==> src/rtl/led_frame_server.sv <==
// Double-banked GRB pixel source for a WS2812B strand driver: one bank is streamed
// on request while the host fills the other; a commit swaps banks at a frame boundary.
module led_frame_server #(
  parameter int unsigned CLOCK_SPEED = 100_000_000,
  parameter int unsigned FRAME_HZ    = 60,
  parameter int unsigned NUM_LEDS    = 20,
  localparam int unsigned CounterWidth = $clog2(NUM_LEDS),
  localparam int unsigned ColorWidth   = 8
) (
  input  logic                    clk_in,
  input  logic                    rst_n_in,
  input  logic                    wr_en_in,
  input  logic [CounterWidth-1:0] wr_addr_in,
  input  logic [ColorWidth-1:0]   wr_green_in,
  input  logic [ColorWidth-1:0]   wr_red_in,
  input  logic [ColorWidth-1:0]   wr_blue_in,
  output logic                    wr_ready_out,
  input  logic                    commit_in,
  output logic                    commit_done_out,
  input  logic [CounterWidth-1:0] request_in,
  input  logic                    request_valid_in,
  output logic [ColorWidth-1:0]   green_out,
  output logic [ColorWidth-1:0]   red_out,
  output logic [ColorWidth-1:0]   blue_out,
  output logic                    color_valid_out,
  output logic                    frame_start_out,
  output logic                    frame_overrun_out
);

  localparam int unsigned FramePeriodCyc = CLOCK_SPEED / FRAME_HZ;
  localparam int unsigned TimerWidth     = $clog2(FramePeriodCyc);
  localparam int unsigned SentWidth      = $clog2(NUM_LEDS + 1);
  localparam int unsigned PixelWidth     = 3 * ColorWidth;

  localparam logic [1:0] IDLE   = 2'd0;
  localparam logic [1:0] STREAM = 2'd1;
  localparam logic [1:0] READ1  = 2'd2;
  localparam logic [1:0] READ2  = 2'd3;

  logic [1:0]              state_q, state_d;
  logic [TimerWidth-1:0]   timer_q, timer_d;
  logic [SentWidth-1:0]    sent_q, sent_d;
  logic                    bank_sel_q, bank_sel_d;
  logic                    pending_q, pending_d;
  logic [CounterWidth-1:0] rd_addr_q, rd_addr_d;
  logic [PixelWidth-1:0]   rd_data_q, rd_data_d;
  logic [PixelWidth-1:0]   pixel_q, pixel_d;
  logic                    color_valid_q, color_valid_d;

  logic [PixelWidth-1:0] mem0 [NUM_LEDS];
  logic [PixelWidth-1:0] mem1 [NUM_LEDS];

  logic tick;
  logic wr_fire;
  logic rd_in_range;
  logic frame_start;
  logic commit_done;
  logic overrun;

  assign tick        = (timer_q == TimerWidth'(FramePeriodCyc - 1));
  assign wr_fire     = wr_en_in && !pending_q && (32'(wr_addr_in) < NUM_LEDS);
  assign rd_in_range = (32'(rd_addr_q) < NUM_LEDS);

  always_comb begin
    timer_d       = tick ? '0 : timer_q + TimerWidth'(1);
    state_d       = state_q;
    sent_d        = sent_q;
    bank_sel_d    = bank_sel_q;
    pending_d     = pending_q;
    rd_addr_d     = rd_addr_q;
    rd_data_d     = rd_data_q;
    pixel_d       = pixel_q;
    color_valid_d = 1'b0;
    frame_start   = 1'b0;
    commit_done   = 1'b0;
    overrun       = 1'b0;
    case (state_q)
      IDLE: begin
        if (tick) begin
          if (pending_q) begin
            bank_sel_d  = ~bank_sel_q;
            pending_d   = 1'b0;
            commit_done = 1'b1;
          end
          frame_start = 1'b1;
          sent_d      = '0;
          state_d     = STREAM;
        end
      end
      STREAM: begin
        if (request_valid_in) begin
          rd_addr_d = request_in;
          state_d   = READ1;
        end
      end
      READ1: begin
        if (!rd_in_range)    rd_data_d = '0;
        else if (bank_sel_q) rd_data_d = mem1[rd_addr_q];
        else                 rd_data_d = mem0[rd_addr_q];
        state_d = READ2;
      end
      READ2: begin
        pixel_d       = rd_data_q;
        color_valid_d = 1'b1;
        sent_d        = sent_q + SentWidth'(1);
        state_d       = (32'(sent_q) + 1 == NUM_LEDS) ? IDLE : STREAM;
      end
      default: state_d = IDLE;
    endcase
    // A tick outside IDLE is reported and dropped; streaming carries on.
    if (tick && state_q != IDLE) overrun = 1'b1;
    // Evaluated after the swap so a commit in the swap cycle re-arms for the next frame.
    if (commit_in) pending_d = 1'b1;
  end

  always_ff @(posedge clk_in or negedge rst_n_in) begin
    if (!rst_n_in) begin
      state_q       <= IDLE;
      timer_q       <= '0;
      sent_q        <= '0;
      bank_sel_q    <= 1'b0;
      pending_q     <= 1'b0;
      rd_addr_q     <= '0;
      rd_data_q     <= '0;
      pixel_q       <= '0;
      color_valid_q <= 1'b0;
    end else begin
      state_q       <= state_d;
      timer_q       <= timer_d;
      sent_q        <= sent_d;
      bank_sel_q    <= bank_sel_d;
      pending_q     <= pending_d;
      rd_addr_q     <= rd_addr_d;
      rd_data_q     <= rd_data_d;
      pixel_q       <= pixel_d;
      color_valid_q <= color_valid_d;
    end
  end

  // Host always writes the bank that is not on display.
  always_ff @(posedge clk_in) begin
    if (wr_fire) begin
      if (bank_sel_q) mem0[wr_addr_in] <= {wr_green_in, wr_red_in, wr_blue_in};
      else            mem1[wr_addr_in] <= {wr_green_in, wr_red_in, wr_blue_in};
    end
  end

  assign wr_ready_out                   = !pending_q;
  assign commit_done_out                = commit_done;
  assign frame_start_out                = frame_start;
  assign frame_overrun_out              = overrun;
  assign color_valid_out                = color_valid_q;
  assign {green_out, red_out, blue_out} = pixel_q;

endmodule

==> config.mk <==
export PLATFORM = sky130hd
export DESIGN_NAME = led_frame_server
export DESIGN_NICKNAME = d
export VERILOG_FILES = /design/src/rtl/led_frame_server.sv
export SDC_FILE = /design/constraint.sdc
export NUM_CORES = 1
export LEC_CHECK = 0
export ABC_AREA = 1
export BUFFER_PORTS_ARGS = -buffer_cell sky130_fd_sc_hd__buf_2
export CORE_ASPECT_RATIO = 1.4
export CORE_MARGIN = 4
export CORE_UTILIZATION = 61
export CTS_CLUSTER_DIAMETER = 60
export DETAILED_ROUTE_END_ITERATION = 7
export GPL_ROUTABILITY_DRIVEN = 0
export GPL_TIMING_DRIVEN = 0
export PLACE_DENSITY = 0.76
export REMOVE_ABC_BUFFERS = 1
export SYNTH_ARGS = -nofsm -noshare
export SYNTH_HDL_FRONTEND = slang
export SYNTH_SLANG_ARGS = --single-unit
==> constraint.sdc <==
create_clock -name clk_in -period 6.3 [get_ports clk_in]
set_clock_uncertainty 0.15 [all_clocks]
set_input_delay 0.315 -clock clk_in [delete_from_list [all_inputs] [get_ports clk_in]]
set_output_delay 0.315 -clock clk_in [all_outputs]
set_load 0.005 [all_outputs]
* After elaboration in Yosys (flattened, before gate mapping)
Memories as Yosys holds them, arrays and structs flattened.
Index checks and enable logic that the tools add are counted.
** Word-level totals
- Memories kept :: 2
- RAM bits :: 960
- Bits of input ports :: 39
- Bits in registers :: 84
- Output and inout port bits :: 29
** Cells by class
- Multiplexer cells :: 25
- Eq/ne operators :: 7
- Bitwise logic cells :: 1
- Add/subtract/negate cells :: 3
- Reduce and logical (&&, ||, !) cells :: 14
- $lt $le $gt $ge :: 2
** Memory list
- mem0 :: depth 20, bits a word 24, read ports 1, clocked after memory_dff 0, write ports 1, RTL line 50 : logic [PixelWidth-1:0] mem0 [NUM_LEDS];
- mem1 :: depth 20, bits a word 24, read ports 1, clocked after memory_dff 0, write ports 1, RTL line 51 : logic [PixelWidth-1:0] mem1 [NUM_LEDS];
** Operator list (count)
- 24-bit 2-to-1 mux :: 2
- 21-bit by 1-bit adder with 21-bit output (second input constant) :: 1
- 21-bit == test (second input constant) :: 1
- 21-bit 2-to-1 mux :: 1
- 1-bit 2-to-1 mux :: 17
- 5-bit < comparator (second input constant) :: 2
- 5-bit one-hot mux with 2 select lines :: 1
- 2-bit one-hot mux with 4 select lines :: 1
- 2-bit AND reduction :: 4
- 2-bit nonzero test :: 4
- 5-bit by 1-bit adder with 6-bit output (second input constant) :: 1
- 6-bit by 5-bit == test with 1-bit output (second input constant) :: 1
- 5-bit by 1-bit adder with 5-bit output (second input constant) :: 1
- 5-bit 2-to-1 mux :: 1
- 2-bit == test (second input constant) :: 2
- 2-bit 2-to-1 mux :: 2
- 2-bit != test (second input constant) :: 2
- 1-bit logical AND :: 3
- 3-bit AND reduction :: 1
- 2-bit by 1-bit == test with 1-bit output (second input constant) :: 1
- 2-bit zero test :: 1
- 1-bit zero test :: 1
- 1-bit inverter :: 1

* Logic depth before layout (Yosys ltp)
- Word-level depth :: 5
- Mapped depth :: 14

* Worst setup path before layout
OpenSTA, ideal clock, no wires.
- Path type :: reg-to-reg
- Start point :: reg bank_sel_q
- End point :: mem mem1[0][0] in the netlist's numbering (enable)
- Arrival time :: 1.952 ns
- Stages on the path, launching flop included :: 6
- Setup slack :: 3.793 ns
- Clock period less this slack :: 2.507 ns
- Setup time :: 0.405 ns
- Cells stage by stage :: dfrtp_1 buf_2 clkinv_1 nand4_1 clkbuf_1 nor2_1
** Between the ends
- Longest elaborated chain between the ends :: 3
** Ends and longest elaborated chain
- from (decl) :: RTL line 43 : logic bank_sel_q, bank_sel_d;
- from (signal assigned) :: RTL line 131 : bank_sel_q <= bank_sel_d;
- 1-bit 2-to-1 mux :: RTL line 143 : if (bank_sel_q) mem0[wr_addr_in] <= {wr_green_in, wr_red_in, wr_blue_in};
- 1-bit 2-to-1 mux :: RTL line 142 : if (wr_fire) begin
- 1-bit 2-to-1 mux (not written as such) :: RTL line 144 : else mem1[wr_addr_in] <= {wr_green_in, wr_red_in, wr_blue_in};
- to (decl) :: RTL line 51
Every way passes these cells.

* Worst setup path in the final report
- Start point :: reg bank_sel_q
- End point :: mem mem1[13][3] in the netlist's numbering (enable)
The elaborated chain is that of the path after synthesis.

==> results.md <==
* Number of I/O pins at between 60 and 70
* Setup violators final at 0
* Cts hold-fix bufs at 9
* WS Path Type: reg -> reg
* M2 GR Usage at 48.40%
* Placed inst area at around 46000 um2
* Critical R2R Launch: bank_sel_q
* Sequential share of the synthesized area at a little over two thirds
* Crit-path slowest cell: clkinv_1
* Worst Path Arrival at 5.23 ns
* Ys async rst share at ~8.0%
* Period minus WS final at roughly 5.0 ns
* Total die area at around 77000 um2
* Root Buffer Master: clkbuf_16
* Most Crowded Layer GR: met2
* Vias in the first global route at around 29000
* Postcts setup bufs at 0
* YS warnings at 0
* Buf/Inv on CP at 4
* GR Util met3 at 4.180%
* H-tree Lvls at 3
* Worst-Skew Late Latency at about 0.66 ns
* CTS sink cnt at between 1000 and 1500
* Critical Path Max Stage Delay at 1.43 ns
* Synth Instances at approximately 4100
* Post-synth top area cell: edfxtp_1
* CORE AREA at ~72000 um2
* CP most frequent cell: buf_8
* Routed vias/inst at 5.862
* F_max at 200.6 MHz
* Post-Syn Area at 44220 um2
* Post-Layout Inst Area at around 49000 um2
* Initial Utilization at about three fifths
* Ratio of cells with drive above 1 in the final layout at under 10%
* Per-cell routed wire length at about 22 um
* Global route overflow at 0
* Part of the cycle the worst path needs at approximately four fifths
* VDD IR max at between 0.3 and 0.4 mV
* Register area at around 31000 um2
* Final-layout fill cell count at approximately 4700
* Nets at between 4000 and 5000
* Critical Path RT at around 6.6 ns
* Met1 GRT Util at roughly 37%
* Distinct cells, synth at 34
* Tot GR Track Use at between 20% and 30%
* DR vias at between 20000 and 30000
* # rows at roughly 120
* CP max FO at 26
* Mean Syn Cell Area at between 10 and 15 um2
* DP Wirelength at roughly 62000 um
* Final Slew Violations at 0
* MaxCap Viol Count at 0
* CTS tree: done
* First-pass iteration count of the detailed router at 6
* Most frequent cell after synthesis: nand2_1
* Final hold vios at 0
* Die X at around 240 um
* Top area cells in the synthesized netlist: edfxtp_1 (65%), nand2_1 (11%), nand3_1 (5.4%), dfrtp_1 (4.8%), inv_1 (3.8%)
* Main flop type after synthesis: edfxtp_1
* #FFs+latches synth at 1044
* Bufs on Longest Clock Path at 3
* CP endpoint kind: flip-flop
* FF-to-FF End: mem1[13][3]
* Number of flops mapped to enable cells by yosys at 960
* Multi-input logic area at 10610 um2
* Syn-to-layout area delta at 11.33%
* Cells on worst reg2reg path at 6
* Synth top area share at around two thirds
* Post-CTS sizing at 0
* Run status: complete, no violations
* Pre-CTS setup slack at roughly 1.4 ns
* Slew margin rel. at 5.043%
* Final setup TNS at 0 ns
* Tightest Pin Transition at about 1.4 ns
* TritonCTS Buffers at between 90 and 100
* Top delay family on crit path: buffers and inverters
* Hold Crit Class: in -> async
* IO buf count at 67
* Clk pin slew, worst setup/hold paths at roughly 0.07 ns
* DRC viols at 0
* Die height at about 330 um
* Reg2Reg Setup Slack at approximately 1.3 ns
* Maximum number of pins on one net before global-route repair at approximately 230
* RSZ-0062 raised after global routing: false
* CP cell instances: clkinv_1 > nand4_1 > buf_8 > buf_8 > nor2_4 > buf_12
* Setup crit start kind: flip-flop
* Leakage power at 19.52 nW
* Fin worst setup slack at around 1.3 ns
* Most frequent cells after synthesis: nand2_1 (1296), edfxtp_1 (960), nand3_1 (476), inv_1 (444), nor2_1 (266)
* Pwr Density at approximately 400 nW/um2
* Drt total wl at 110800 um
* Antenna viol nets, final at 0
* Initial antenna violation count at 6
* First-pass GRT wire length at 169000 um
* Initial detailed-routing violation count at roughly 3700
[metal layers]
layer	share of wire, %	up-vias
met5	0.012	-
met4	4.6	2
met3	9.6	300
met2	50	1712
met1	36	14380
li1	-	13532
[stage by stage]
step,util [%],cells,hold slack [ns],power [W]
after floorplan,-,3858,-0.1306,0.01195
after global placement,62.04,4869,0.3104,0.01277
after detailed placement,64.14,4920,0.08968,0.01363
after CTS,68.65,5101,0.03828,0.01946
after global routing,68.65,5103,0.08738,0.02038
final,68.66,5105,0.05050,0.01948
[layout make-up]
type,count,share of cell area (%)
Inverter,464,3.586
Timing Repair Buffer,127,3.207
Antenna cell,4,0.02033
Tap cell,944,2.399
Multi-Input combinational cell,2350,21.55
Sequential cell,1044,62.85
Clock inverter,57,1.215
Clock buffer,115,5.172
[how the worst max path moves through the flow]
stage / cells after the start / endpoint / slack [ns] / from
after detailed placement: 6 / mem1[13][3] / 1.42 / bank_sel_q
final: 6 / mem1[13][3] / 1.32 / bank_sel_q
after CTS: 6 / mem1[13][3] / 1.45 / bank_sel_q
after floorplan: 9 / rd_data_q[0] / -9.17 / rd_addr_q[0]
after global placement: 10 / rd_data_q[7] / -26.09 / rd_addr_q[0]
after global routing: 6 / mem1[13][3] / 1.30 / bank_sel_q
[worst reg2reg max path, delay by kind of cell, from the launching register on]
kind	cells	cell delay [ns]
buf+inv	4	2.13
flops	1	1.29
simple gates	2	1.13
[sequential cells by signal, summed over array words and instances, names as in the netlist]
name,cells
mem0,480
state_q,2
rd_addr_q,5
pixel_q,24
timer_q,21
rd_data_q,24
mem1,480
color_valid_out,1
pending_q,1
sent_q,5
bank_sel_q,1
[kinds of logic after synthesis]
logic type      Yosys count  synth area share (%)
buf+inv                 676                 6.774
xor+xnor                 11                0.2179
simple gates           2067                 19.06
fa+ha+maj                 7                0.1981
mux                      25                0.6367
compound gates          240                 3.169
flops                  1044                 69.95
[layout by cell type (no fill, tap or decap), types with 32 or more instances in the layout]
| cell | count |
|---|---|
| dfrtp_1 | 79 |
| nand3_1 | 476 |
| clkinv_1 | 32 |
| clkbuf_16 | 98 |
| o21ai_0 | 62 |
| nand2_1 | 1296 |
| nor2_4 | 41 |
| nor2_1 | 226 |
| buf_2 | 66 |
| a21oi_1 | 55 |
| inv_1 | 442 |
| o211ai_1 | 74 |
| o21ai_1 | 44 |
| edfxtp_1 | 960 |
[power breakdown]
group / switching, W / internal [W]
sequential: 0.000257 / 0.00772
clock: 0.00248 / 0.00337
combinational: 0.00392 / 0.00173
Note: power is estimated with default switching activity, not from simulation.
